--- config.mk ---
export PLATFORM = sky130hd
export DESIGN_NAME = spi_cmd_regfile
export DESIGN_NICKNAME = d
export VERILOG_FILES = /design/src/rtl/spi_cmd_regfile.sv
export SDC_FILE = /design/constraint.sdc
export NUM_CORES = 1
export LEC_CHECK = 0
export BUFFER_PORTS_ARGS = -buffer_cell sky130_fd_sc_hd__buf_2
export CAP_MARGIN = 40
export CORE_AREA = 2 2 114 116
export DETAILED_ROUTE_END_ITERATION = 12
export DIE_AREA = 0 0 116 118
export PLACE_DENSITY_LB_ADDON = 0.25
export SETUP_SLACK_MARGIN = 0.4
export SLEW_MARGIN = 20
export SYNTH_ARGS = -nofsm -noshare
export SYNTH_HDL_FRONTEND = slang
export SYNTH_SLANG_ARGS = --single-unit
--- constraint.sdc ---
create_clock -name clk -period 5.6 [get_ports clk]
set_clock_uncertainty 0.05 [all_clocks]
set_input_delay 0.28 -clock clk [delete_from_list [all_inputs] [get_ports clk]]
set_output_delay 0.28 -clock clk [all_outputs]
set_load 0.05 [all_outputs]
--- src/rtl/spi_cmd_regfile.sv ---
// Command decoder and register file fed by an SPI slave byte receiver.
// Define SPI_CMD_FRAME_CNT_EN to map a read-only frame counter at address 0xF.
module spi_cmd_regfile #(
    parameter int unsigned NUM_REGS = 8,
    parameter logic [7:0]  ID_VALUE = 8'hA5
) (
    input  logic       clk,
    input  logic       rst,
    input  logic       frame_start,
    input  logic       frame_end,
    input  logic       rx_valid,
    input  logic [7:0] rx_data,
    output logic [7:0] tx_data,
    output logic [4:0] leds,
    output logic       busy,
    output logic       wr_err
);

    typedef enum logic [1:0] {StIdle, StCmd, StRead, StWrite} state_e;

    state_e     state_q, state_d;
    logic [3:0] addr_q, addr_d;
    logic [7:0] tx_q, tx_d;
    logic       wr_err_q, wr_err_d;
    logic       reg_we;
    // Full 16-entry array so the 4-bit address indexes it directly; unimplemented
    // entries are never written and stay at their reset value.
    logic [7:0] regs_q [16];

`ifdef SPI_CMD_FRAME_CNT_EN
    logic [7:0] frame_cnt_q;
    logic       cnt_inc;
`endif

    function automatic logic is_writable(input logic [3:0] a);
        return (a != 4'd0) && ({28'd0, a} < NUM_REGS);
    endfunction

    function automatic logic [7:0] read_reg(input logic [3:0] a);
        if (a == 4'd0) return ID_VALUE;
`ifdef SPI_CMD_FRAME_CNT_EN
        if (a == 4'hF) return frame_cnt_q;
`endif
        if ({28'd0, a} < NUM_REGS) return regs_q[a];
        return 8'h00;
    endfunction

    always_comb begin
        state_d  = state_q;
        addr_d   = addr_q;
        tx_d     = tx_q;
        wr_err_d = 1'b0;
        reg_we   = 1'b0;
`ifdef SPI_CMD_FRAME_CNT_EN
        cnt_inc  = 1'b0;
`endif
        if (frame_start) begin
            // Also covers a lost frame_end: restart without committing anything.
            state_d = StCmd;
            tx_d    = ID_VALUE;
        end else begin
            if (rx_valid) begin
                case (state_q)
                    StCmd: begin
                        addr_d = rx_data[3:0];
                        if (rx_data[7]) begin
                            state_d = StWrite;
                            tx_d    = 8'h00;
                        end else begin
                            state_d = StRead;
                            tx_d    = read_reg(rx_data[3:0]);
                        end
                    end
                    StRead: begin
                        addr_d = addr_q + 4'd1;
                        tx_d   = read_reg(addr_q + 4'd1);
                    end
                    StWrite: begin
                        if (is_writable(addr_q)) reg_we = 1'b1;
                        else                     wr_err_d = 1'b1;
                        addr_d = addr_q + 4'd1;
                        tx_d   = 8'h00;
                    end
                    default: ;
                endcase
            end
            if (frame_end) begin
`ifdef SPI_CMD_FRAME_CNT_EN
                cnt_inc = (state_q != StIdle);
`endif
                state_d = StIdle;
            end
        end
    end

    always_ff @(posedge clk) begin
        if (rst) begin
            state_q  <= StIdle;
            addr_q   <= 4'd0;
            tx_q     <= 8'h00;
            wr_err_q <= 1'b0;
        end else begin
            state_q  <= state_d;
            addr_q   <= addr_d;
            tx_q     <= tx_d;
            wr_err_q <= wr_err_d;
        end
    end

    always_ff @(posedge clk) begin
        if (rst) begin
            for (int i = 0; i < 16; i++) regs_q[i] <= 8'h00;
        end else if (reg_we) begin
            if (addr_q == 4'd1) regs_q[1] <= {3'b000, rx_data[4:0]};
            else                regs_q[addr_q] <= rx_data;
        end
    end

`ifdef SPI_CMD_FRAME_CNT_EN
    always_ff @(posedge clk) begin
        if (rst)          frame_cnt_q <= 8'h00;
        else if (cnt_inc) frame_cnt_q <= frame_cnt_q + 8'd1;
    end
`endif

    assign tx_data = tx_q;
    assign leds    = regs_q[1][4:0];
    assign busy    = (state_q != StIdle);
    assign wr_err  = wr_err_q;

endmodule

-- Word-level counts from Yosys, hierarchy flattened
Memory sizes are Yosys's and may differ from the RTL's.
Cells that the tools add are included.
- register bits after elaboration: 15
- bits in writable memories: 128
- input port bits: 13
- output and inout bits: 15
- word-level logic and storage cells: 97
- memories kept: 1
- memories (memory ; words ; width ; read ports ; clocked after memory_dff ; write ports ; RTL line ; RTL):
    regs_q ; 16 ; 8 ; 3 ; 0 ; 16 ; 28 ; logic [7:0] regs_q [16];
- add/sub/neg operators: 1
- order comparisons: 3
- eq/ne operators: 4
- mux-type cells: 57
- bitwise operators: 4
- reduce and logical (&&, ||, !) cells: 21
- operators with widths (operator ; number):
    8-bit 2-to-1 mux ; 13
    1-bit 2-to-1 mux ; 41
    8-bit case mux with 3 select lines ; 1
    4-bit less-than comparator (second input constant) ; 3
    3-bit nonzero test ; 3
    4-bit logical NOT ; 2
    4-bit case mux with 2 select lines ; 1
    2-bit AND reduction ; 4
    4-bit nonzero test ; 2
    8-bit OR reduction ; 1
    2-bit nonzero test ; 3
    4-bit by 1-bit adder with 4-bit output (second input constant) ; 1
    2-bit == test (second input constant) ; 2
    4-bit by 1-bit == test with 1-bit output (second input constant) ; 1
    4-bit 2-to-1 mux ; 1
    2-bit OR reduction ; 2
    4-bit OR reduction ; 1
    1-bit inverter ; 3
    3-bit AND reduction ; 1
    3-bit OR reduction ; 1
    2-bit by 1-bit == test with 1-bit output (second input constant) ; 1
    1-bit logical AND ; 1
    1-bit OR ; 1

-- Logic depth before layout (Yosys ltp)
Gate-level depths: netlist (run 1).
- word-level depth: 17
- gate-level depth with buffers: 9
- mapped depth without buffers: 6

-- Least setup slack after synthesis (run 1)
Ideal clock, no wire load.
- path kind: flip-flop to flip-flop
- start: register addr_q[0]
- end: register tx_q[6] (netlist: tx_data[6])
- library setup time: 0.139 ns
- arrival time: 2.357 ns
- path slack: 3.054 ns
- stages on the path, launching flop included: 10
- clock period less this slack: 2.546 ns
- cell sequence: dfxtp_1 clkbuf_1 inv_1 ha_1 buf_4 buf_4 mux4_2 and2_1 o21ai_1 a31oi_1
- word-level cells in the longest chain between the ends: 10
- ends and longest elaborated chain (what ; RTL line ; RTL):
    from (decl) ; 22 ; logic [3:0] addr_q, addr_d;
    from (signal assigned) ; 104 ; addr_q <= addr_d;
    4-bit by 1-bit adder with 4-bit output (*) ; 76 ; tx_d = read_reg(addr_q + 4'd1);
    4-bit less-than comparator ; 44 ; if ({28'd0, a} < NUM_REGS) return regs_q[a];
    1-bit 2-to-1 mux (2 in a row) ; 44 ;
    1-bit 2-to-1 mux ; 63 ; case (state_q)
    1-bit 2-to-1 mux ; 62 ; if (rx_valid) begin
    1-bit 2-to-1 mux ; 57 ; if (frame_start) begin
    8-bit 2-to-1 mux ; 45 ; return 8'h00;
    8-bit 2-to-1 mux (*) ; 44 ;
    8-bit case mux with 3 select lines (*) ; 63 ;
    to (signal assigned) ; 105 ; tx_q <= tx_d;
    to (decl) ; 23 ; logic [7:0] tx_q, tx_d;
Every way passes the cells marked *; elsewhere a longest branch is shown, timed or not. The select of a mux whose other input is x is not followed.
A chain may end at the register's enable or synchronous reset.

==> flow_summary.ini, run 1 <==
[status]
outcome = finished clean

[die]
coreArea_mm2 = 0.01241
io_pins = 28
start_util_pct = 34.72
die-area_mm2 = 0.01369
die_y_um = 118
core.rowCount = 41
fp.dieW_um = 116

[sta]
setup_violations = 0
rsz0062_at_grt = no
max_slew_margin_pct = 49.83
slew_violations = 0
hold_viol = 0
worst_slack_ns = 2.868
finalCritPeriodShare_pct = 48.78
tns_ns = 0
fmax_mhz = 366.1
worst_pin_slew_ns = 0.7526
period_needed_ns = 2.732

[worst_setup_path]
cp_max_fo = 11
worstSetupPathType = reg -> reg
path_cells = inv_1, ha_1, or3_4, nor4b_4, or2_1
required_ns = 5.54
rr_startpoint = addr_q[1]$_SDFFE_PP0P_
start_kind = flip-flop
r2r_end = regs_q[2][1]$_SDFFCE_PN0P_
rr_worst_depth = 5
cp.arrival_ns = 2.68
crit_path_end_kind = flip-flop
r2r_slack_ns = 2.87
cp_slowest_stage_delay_ns = 0.52
slowest_stage = nor4b_4

[placement]
io_buffer_count = 27
pre_cts_ws_ns = 2.842
gp_routability_congestion = 0.8122
dpl.hpwl_um = 7351
placed_cell_area_mm2 = 0.004642

[grt]
grt_overflow = 0
antenna_found_initial = 0
first_global_vias = 2918
grt_pass1_wl_um = 16670
grt.total_usage_pct = 16.29
grt_max_degree = 32

[route]
drtPass1Iterations = 5
vias = 2883
wire_per_inst_um = 19.28
ant_nets = 0
drtIter0Drc = 200
postRouteWirelength_um = 10550
drcViolationCount = 0
viasPerCell = 5.271

[flow_run]
drv_cap = 0

[logic_synthesis]
syn-mean-instance-area_um2 = 12.60
ys_seq_area_share_pct = 51.55
synth_top_family_by_area = simple AND/OR/NAND/NOR gates
synth_seq_cells = 79
synth_mux_area_share_pct = 14.48
synthSimpleGateAreaFrac_pct = 16.66
syn_area_mm2 = 0.004310
async_reset_ff_share_pct = 0
synth.distinct_cells = 46
synthFlopType = edfxtp_1
synth-compound-area-share_pct = 10.16
yosysWarningCount = 0
synth_xor_area_share_pct = 0.4064
syn_inst = 342
synth_edf_count = 64
synth_fa_ha_area_share_pct = 2.903

[power]
fin_total_pwr_mw = 1.401
irDropWorstVdd_mv = 0.1534
power_leakage_nw = 1.888
power_density_mw_per_mm2 = 283.4

[final_layout]
antenna_cells = 0
final_common_cell = edfxtp_1
drive_gt1_share_pct = 19.20
design_area_mm2 = 0.004942
nets = 393
area_growth_pct = 14.66
layout_common_cells = edfxtp_1 (64), and2_1 (36), buf_2 (27)

[clocking]
cts_made_buffers = 9
cts_sinks = 79
cts-hold-fix-buffers = 0
clk_latency_ns = 0.34
htreeDepth = 3
cts_tree = built
cts_buffer_depth = 2
post_cts_buffers = 0
post_cts_resized = 0
root_buffer = clkbuf_16
clk_pin_slew_ns = 0.06

[min_path]
min_path_cells = 2
whs_endpoint = state_q[1]$_SDFFE_PP0P_
hp-class = in -> reg
min_from = frame_end
## worst max-delay path, delay by kind of cell, from the launching register on
family	cells	cell delay [ns]
simple gates	3	1.43
fa+ha+maj	1	0.35
flops	1	0.46
buf+inv	1	0.10
## synth_stat cells, types with 9 or more instances
cell / instances / area, µm²
clkbuf_1: 13 / 48.80
dfxtp_1: 15 / 300.3
mux2i_1: 23 / 230.2
nor3b_1: 10 / 75.07
o21ai_0: 17 / 85.08
mux4_2: 17 / 382.9
ha_1: 10 / 125.1
and2_1: 36 / 225.2
and3_1: 25 / 156.4
edfxtp_1: 64 / 1922
nand2_1: 9 / 33.78
## metal layers
metal / global-route usage, % / share of wire, % / vias up
met5: 0 / 0 / -
met4: 3.348 / 1.3 / 0
met3: 4.686 / 5.4 / 11
met2: 25.80 / 49 / 71
met1: 22.26 / 45 / 1444
li1: - / - / 1357
## worst max path at each step
| stage | start | endpoint | slack, ns | depth (start not counted) |
|---|---|---|---|---|
| final | addr_q[1]$_SDFFE_PP0P_ | regs_q[2][1]$_SDFFCE_PN0P_ | 2.87 | 5 |
| after global routing | addr_q[1]$_SDFFE_PP0P_ | regs_q[2][1]$_SDFFCE_PN0P_ | 2.69 | 5 |
| after CTS | addr_q[1]$_SDFFE_PP0P_ | regs_q[2][3]$_SDFFCE_PN0P_ | 2.83 | 5 |
| after detailed placement | addr_q[1]$_SDFFE_PP0P_ | regs_q[2][0]$_SDFFCE_PN0P_ | 2.84 | 5 |
| after global placement | addr_q[1]$_SDFFE_PP0P_ | tx_data[1]$_SDFFE_PP0P_ | 2.87 | 6 |
| after floorplan | addr_q[0]$_SDFFE_PP0P_ | tx_data[6]$_SDFFE_PP0P_ | 3.05 | 9 |
## layout make-up
cell class | instances | area (µm²)
clock buffer | 13 | 250.2
clock inverter | 3 | 42.54
fill | 1210 | 7472
inverter | 8 | 30.03
multi-input combinational | 239 | 1969
sequential | 79 | 2222
tap | 172 | 215.2
timing repair buffer | 33 | 212.7
## through the flow
stage	utilization (%)	hold slack, ns	cells
6_report	39.81	0.08405	547
5_1_grt	39.81	0.1025	547
4_1_cts	39.75	0.08472	546
3_5_place_dp	37.39	0.4399	530
3_3_place_gp	37.01	0.4243	528
2_1_floorplan	-	0.3194	352
## registers in the layout (all words and copies together), names as in the netlist
register  count
regs_q       64
wr_err        1
tx_data       8
state_q       2
addr_q        4
## kinds of logic after synthesis
| group | after synthesis |
|---|---|
| other | 1 |
| AND/OR/NAND/NOR | 109 |
| multiplexers | 41 |
| flip-flops | 79 |
| AO/OA/AOI/OAI | 66 |
| buffers and inverters | 34 |
| adder cells (fa/ha/maj) | 10 |
| XOR/XNOR | 2 |
## where the power goes
part	total [mW]	switching [mW]	leakage (nW)	internal [mW]
clock network	0.584	0.227	0.140	0.357
registers	0.673	0.0143	0.777	0.659
logic	0.144	0.0902	0.971	0.0538
total	1.40	0.331	1.89	1.07
Power figures use the tool's default switching activity.
==> inputs of run 2 (changes only) <==
ABC_AREA = 1   (was default)
CORE_AREA = 2 2 118 120   (was 2 2 114 116)
DIE_AREA = 0 0 120 122   (was 0 0 116 118)
clock period = 2.4 ns   (was 5.6 ns; I/O delays follow)
==> flow_summary.ini, run 2 <==
[status]
outcome = finished clean

[worst_setup_path]
crit_path_end_kind = flip-flop
cp_max_fo = 13
r2r_slack_ns = 0.47
worstSetupPathType = reg -> reg
crit_path_start = addr_q[0]$_SDFFE_PP0P_
cp.arrival_ns = 1.96
rr_startpoint = addr_q[0]$_SDFFE_PP0P_
r2r_end = regs_q[3][4]$_SDFFCE_PN0P_
required_ns = 2.43
rr_worst_depth = 7
crit_end = regs_q[3][4]$_SDFFCE_PN0P_
start_kind = flip-flop

[power]
power_density_mw_per_mm2 = 623.3
irDropWorstVdd_mv = 0.3398
power_leakage_nw = 2.490
fin_total_pwr_mw = 3.398

[route]
drtPass1Iterations = 6
wire_per_inst_um = 16.72
viasPerCell = 4.825
drtIter0Drc = 408
vias = 3971
drcViolationCount = 0
ant_nets = 0
postRouteWirelength_um = 13760

[logic_synthesis]
synth_top_area_share_pct = 42.16
synth_top_cell_by_area = edfxtp_1
synth.area.top_cells = edfxtp_1 (42%), nand2_1 (17%), nand3_1 (9.1%)
synth_edf_count = 64
synth.distinct_cells = 30
syn_inst = 595
syn_area_mm2 = 0.004558
syn-mean-instance-area_um2 = 7.661
synthFlopType = edfxtp_1
yosysWarningCount = 0
yosysMostFrequentCell = nand2_1
ys_seq_area_share_pct = 48.75
synth_seq_cells = 79
async_reset_ff_share_pct = 0
synth_top_cells_by_count = nand2_1 (202), nand3_1 (83), nor2_1 (72)

[sta]
max_slew_margin_pct = 66.39
rsz0062_at_grt = yes
finalCritPeriodShare_pct = 80.60
tns_ns = 0
slew_violations = 0
period_needed_ns = 1.934
fmax_mhz = 517.0
setup_violations = 0
worst_pin_slew_ns = 0.4995
hold_viol = 0

[final_layout]
largest_reg_flops = 64
area_growth_pct = 19.60
antenna_cells = 0
fillCellCount = 1361
nets = 662
final_common_cell = nand2_1
layout_common_cells = nand2_1 (195), nand3_1 (83), inv_1 (66)
drive_gt1_share_pct = 16.17
regMostFlops = regs_q

[die]
die_y_um = 122
core.rowCount = 43
die-area_mm2 = 0.01464
coreArea_mm2 = 0.01350
start_util_pct = 33.75
fp.dieW_um = 120
io_pins = 28

[grt]
grt_pass1_wl_um = 21620
grt.total_usage_pct = 20.10
grt_max_degree = 35
antenna_found_initial = 0
grt_overflow = 0
first_global_vias = 3784

[flow_run]
drv_cap = 0

[clocking]
clk_pin_slew_ns = 0.06
clk_latency_ns = 0.35
htreeDepth = 3
cts_sinks = 79
cts_made_buffers = 9
root_buffer = clkbuf_16
cts_tree = built
cts_buffer_depth = 2

[min_path]
hp-class = in -> reg

[placement]
dpl.hpwl_um = 10380
io_buffer_count = 27
gp_routability_congestion = 0.9378
==> run 2: cell types whose count changed after synthesis, moves of 7 or more <==
cell      before  now
nand2_1        9  202
inv_1          8   68
and2_1        36    0
a31oi_1        8    1
mux2i_1       23    0
nand3_1        2   83
a21oi_1        5   15
a211oi_1       8    1
mux4_2        17    0
nor3b_1       10    0
o21ai_0       17    9
and3_1        25    0
buf_1          0    8
nor2_1         7   72
==> run 2: logic make-up after synthesis <==
group,count (synthesis),share of synthesized area [%]
adders and majority gates,10,2.745
other,1,0.08227
xor gates and xnor gates,2,0.5491
AOI/OAI and AO/OA,29,3.404
buffers and inverters,103,9.141
and+or+nand+nor,371,35.33
DFF,79,48.75
==> run 2: power by group <==
part	switching, mW	internal, mW	leakage (nW)	total [mW]
clock network	0.542	0.800	0.135	1.34
registers	0.0336	1.54	0.779	1.57
logic	0.349	0.136	1.58	0.485
total	0.925	2.47	2.49	3.40
==> run 2: how the worst min path moves through the flow <==
stage	from	to	slack, ns	cells after the start
floorplan	frame_end	state_q[1]$_SDFFE_PP0P_	0.15	1
global placement	frame_end	state_q[1]$_SDFFE_PP0P_	0.25	2
detailed placement	frame_end	state_q[1]$_SDFFE_PP0P_	0.26	2
CTS	rx_valid	state_q[1]$_SDFFE_PP0P_	0.02	3
global route	rx_valid	state_q[1]$_SDFFE_PP0P_	0.06	3
finish	rx_valid	state_q[1]$_SDFFE_PP0P_	0.04	3
==> run 2: layout make-up <==
cell class | count | area [µm²] | area share [%]
Tap cell | 180 | 225.2 | 4.131
Clock buffer | 10 | 229.0 | 4.200
Inverter | 73 | 280.3 | 5.141
Clock inverter | 5 | 58.81 | 1.079
Multi-Input combinational cell | 423 | 2091 | 38.35
Timing Repair Buffer | 53 | 336.6 | 6.174
Sequential cell | 79 | 2231 | 40.92
==> run 2: worst max-delay path, cell delays in order, from the launching register on <==
cell	delay (ns)
dfxtp_4	0.36
buf_4	0.19
ha_2	0.26
nor3b_4	0.35
nor2_8	0.12
nand3_4	0.12
buf_4	0.15
nor2_1	0.05
==> run 2: metrics by stage <==
stage	setup WS (ns)	hold WS, ns	instance area [µm²]	util [%]	instances
after global placement	0.2622	0.2547	5005	37.06	797
after CTS	0.3970	0.02320	5375	39.80	821
after floorplan	0.3079	0.1484	4691	-	605
after detailed placement	0.1936	0.2645	5005	37.06	797
final	0.4657	0.03695	5451	40.37	823
after global routing	0.3986	0.05542	5451	40.37	823
==> run 2: metal layers <==
metal	routed length (µm)	global-route usage [%]	vias to the layer above	share of wire (%)
met2	6462	32.81	132	47
met4	310	8.015	0	2.3
li1	-	-	1962	-
met1	6222	26.75	1860	45
met3	767	3.137	17	5.6
met5	0	0	-	0
==> run 2: what timing repair did <==
item	in CTS	in global routing
endpoints found under the setup margin	96	87
buffers inserted	8	2
endpoints found under the hold margin	2	0
resized for setup	4	17
hold buffers	1	0
pin swaps	8	5
==> inputs of run 3 (changes only) <==
clock period = 1.6 ns   (was 2.4 ns; I/O delays follow)
==> flow_summary.ini, run 3 (synthesis gave the netlist of run 2 again) <==
[status]
outcome = finished with violations
violations = setup timing

[power]
power_frac_comb_pct = 17.2
power_density_mw_per_mm2 = 843.3
swShare_pct = 26.99
fin_total_pwr_mw = 5.459
pwr-share-clk_pct = 39.7
p_seq_share_pct = 43.1
p_int_mw = 3.986
irDropWorstVdd_mv = 0.5116
p_sw_mw = 1.474
power_leakage_nw = 2.857

[route]
dr_wl_met2_um = 6669
highest_layer = met4
postRouteWirelength_um = 14140
drtIter0Drc = 307
drtPass1Iterations = 7
viasPerCell = 4.809
wl_met3_um = 643
vias = 4145
wire_per_inst_um = 16.40
wl_met1_um = 6496
ant_nets = 0
drcViolationCount = 0

[final_layout]
antenna_cells = 0
area_growth_pct = 42.03
regMostFlops = regs_q
drive_gt1_share_pct = 33.43
final_common_cell = nand2_1
largest_reg_flops = 64
design_area_mm2 = 0.006474
layout_common_cells = nand2_1 (182), nand3_1 (64), edfxtp_1 (64)
nets = 700
final_util_pct = 47.94

[worst_setup_path]
required_ns = 1.75
start_kind = flip-flop
cp.arrival_ns = 1.99
crit_path_end_kind = flip-flop
rr_worst_depth = 10
cp_max_fo = 8
worstSetupPathType = reg -> reg
rr_startpoint = addr_q[1]$_SDFFE_PP0P_
r2r_end = regs_q[2][7]$_SDFFCE_PN0P_
r2r_slack_ns = -0.24

[placement]
dpl.hpwl_um = 10400
placed_cell_area_mm2 = 0.005420
io_buffer_count = 27
gp_routability_congestion = 0.9091

[clocking]
cts_tree = built
htreeDepth = 3
cts_made_buffers = 9
clk_latency_ns = 0.34
root_buffer = clkbuf_16
cts_sinks = 79
clk_pin_slew_ns = 0.06
cts_buffer_depth = 2

[sta]
worst_slack_ns = -0.2377
slew_violations = 0
period_needed_ns = 1.838
hold_viol = 0
finalCritPeriodShare_pct = 114.9
worst_pin_slew_ns = 0.5745
setup_violations = 116
rsz0062_at_grt = yes
max_slew_margin_pct = 61.66
fmax_mhz = 544.2

[min_path]
min_from = rx_valid
hp-class = in -> reg
whs_endpoint = state_q[1]$_SDFFE_PP0P_
min_path_cells = 3

[grt]
first_global_vias = 4083
grt_overflow = 0
antenna_found_initial = 0
grt.total_usage_pct = 20.03
grt_pass1_wl_um = 22090
grt_max_degree = 35

[die]
io_pins = 28
die-area_mm2 = 0.01464
start_util_pct = 33.75
die_y_um = 122
coreArea_mm2 = 0.01350
fp.dieW_um = 120
core.rowCount = 43

[flow_run]
drv_cap = 0
==> run 3: how the worst max path moves through the flow <==
stage | slack [ns] | cells after the start | end | startpoint
2_1_floorplan | -0.49 | 11 | regs_q[3][0]$_SDFFCE_PN0P_ | addr_q[0]$_SDFFE_PP0P_
3_3_place_gp | -0.23 | 7 | regs_q[7][4]$_SDFFCE_PN0P_ | addr_q[0]$_SDFFE_PP0P_
3_5_place_dp | -0.26 | 10 | regs_q[6][3]$_SDFFCE_PN0P_ | addr_q[1]$_SDFFE_PP0P_
4_1_cts | -0.21 | 9 | regs_q[7][4]$_SDFFCE_PN0P_ | addr_q[0]$_SDFFE_PP0P_
5_1_grt | -0.32 | 10 | regs_q[3][5]$_SDFFCE_PN0P_ | addr_q[1]$_SDFFE_PP0P_
6_report | -0.24 | 10 | regs_q[2][7]$_SDFFCE_PN0P_ | addr_q[1]$_SDFFE_PP0P_
==> run 3: repair_timing <==
| action | 4_1_cts | 5_1_grt |
|---|---|---|
| buffers inserted | 5 | 5 |
| endpoints found under the hold margin | 2 | 0 |
| resized for setup | 89 | 79 |
| pin swaps | 17 | 20 |
| hold buffers | 1 | 0 |
| setup endpoints to repair | 125 | 125 |
| gates cloned | 0 | 0 |
==> run 3: routing by layer <==
metal	vias up	track usage (%)
li1	2049	-
met1	1954	26.51
met2	114	33.03
met3	28	4.073
met4	0	6.176
met5	-	0
==> run 3: final cells by class <==
cell class | count | area [µm²]
well taps | 180 | 225.2
clock inverters | 7 | 87.58
fillers | 1293 | 7030
clock buffers | 9 | 225.2
multi-input cells | 423 | 2608
repair buffers | 91 | 800.8
flip-flops and latches | 79 | 2231
inverters | 73 | 296.5
==> run 3: worst max-delay path, stage by stage (launching register included) <==
cell and delay (ns):
dfxtp_2 0.34, inv_2 0.06, ha_4 0.17, nor2_4 0.10, o21ai_2 0.07, nor2_2 0.11
nand2_2 0.10, nor2_8 0.25, nand3_4 0.17, buf_12 0.19, nor2_4 0.08
==> run 3: metrics by stage <==
stage          setup WS, ns  TNS, ns  hold slack [ns]  instances
2_1_floorplan       -0.4899   -38.58           0.1084        605
3_5_place_dp        -0.2626   -22.69           0.2278        835
4_1_cts             -0.2118   -17.08         0.009176        857
5_1_grt             -0.3214   -29.71         0.002975        862
6_report            -0.2377   -21.37         0.002007        862
3_3_place_gp        -0.2347   -21.70           0.2171        835
==> run 3: power groups by stage <==
| stage | sequential, mW | combinational, mW | clock, mW |
|---|---|---|---|
| global route | 2.36 | 1.01 | 2.28 |
| global placement | 2.39 | 0.793 | 0 |
| floorplan | 2.43 | 0.487 | 0 |
| finish | 2.35 | 0.937 | 2.17 |
| CTS | 2.36 | 0.869 | 2.21 |
| detailed placement | 2.40 | 0.797 | 0 |
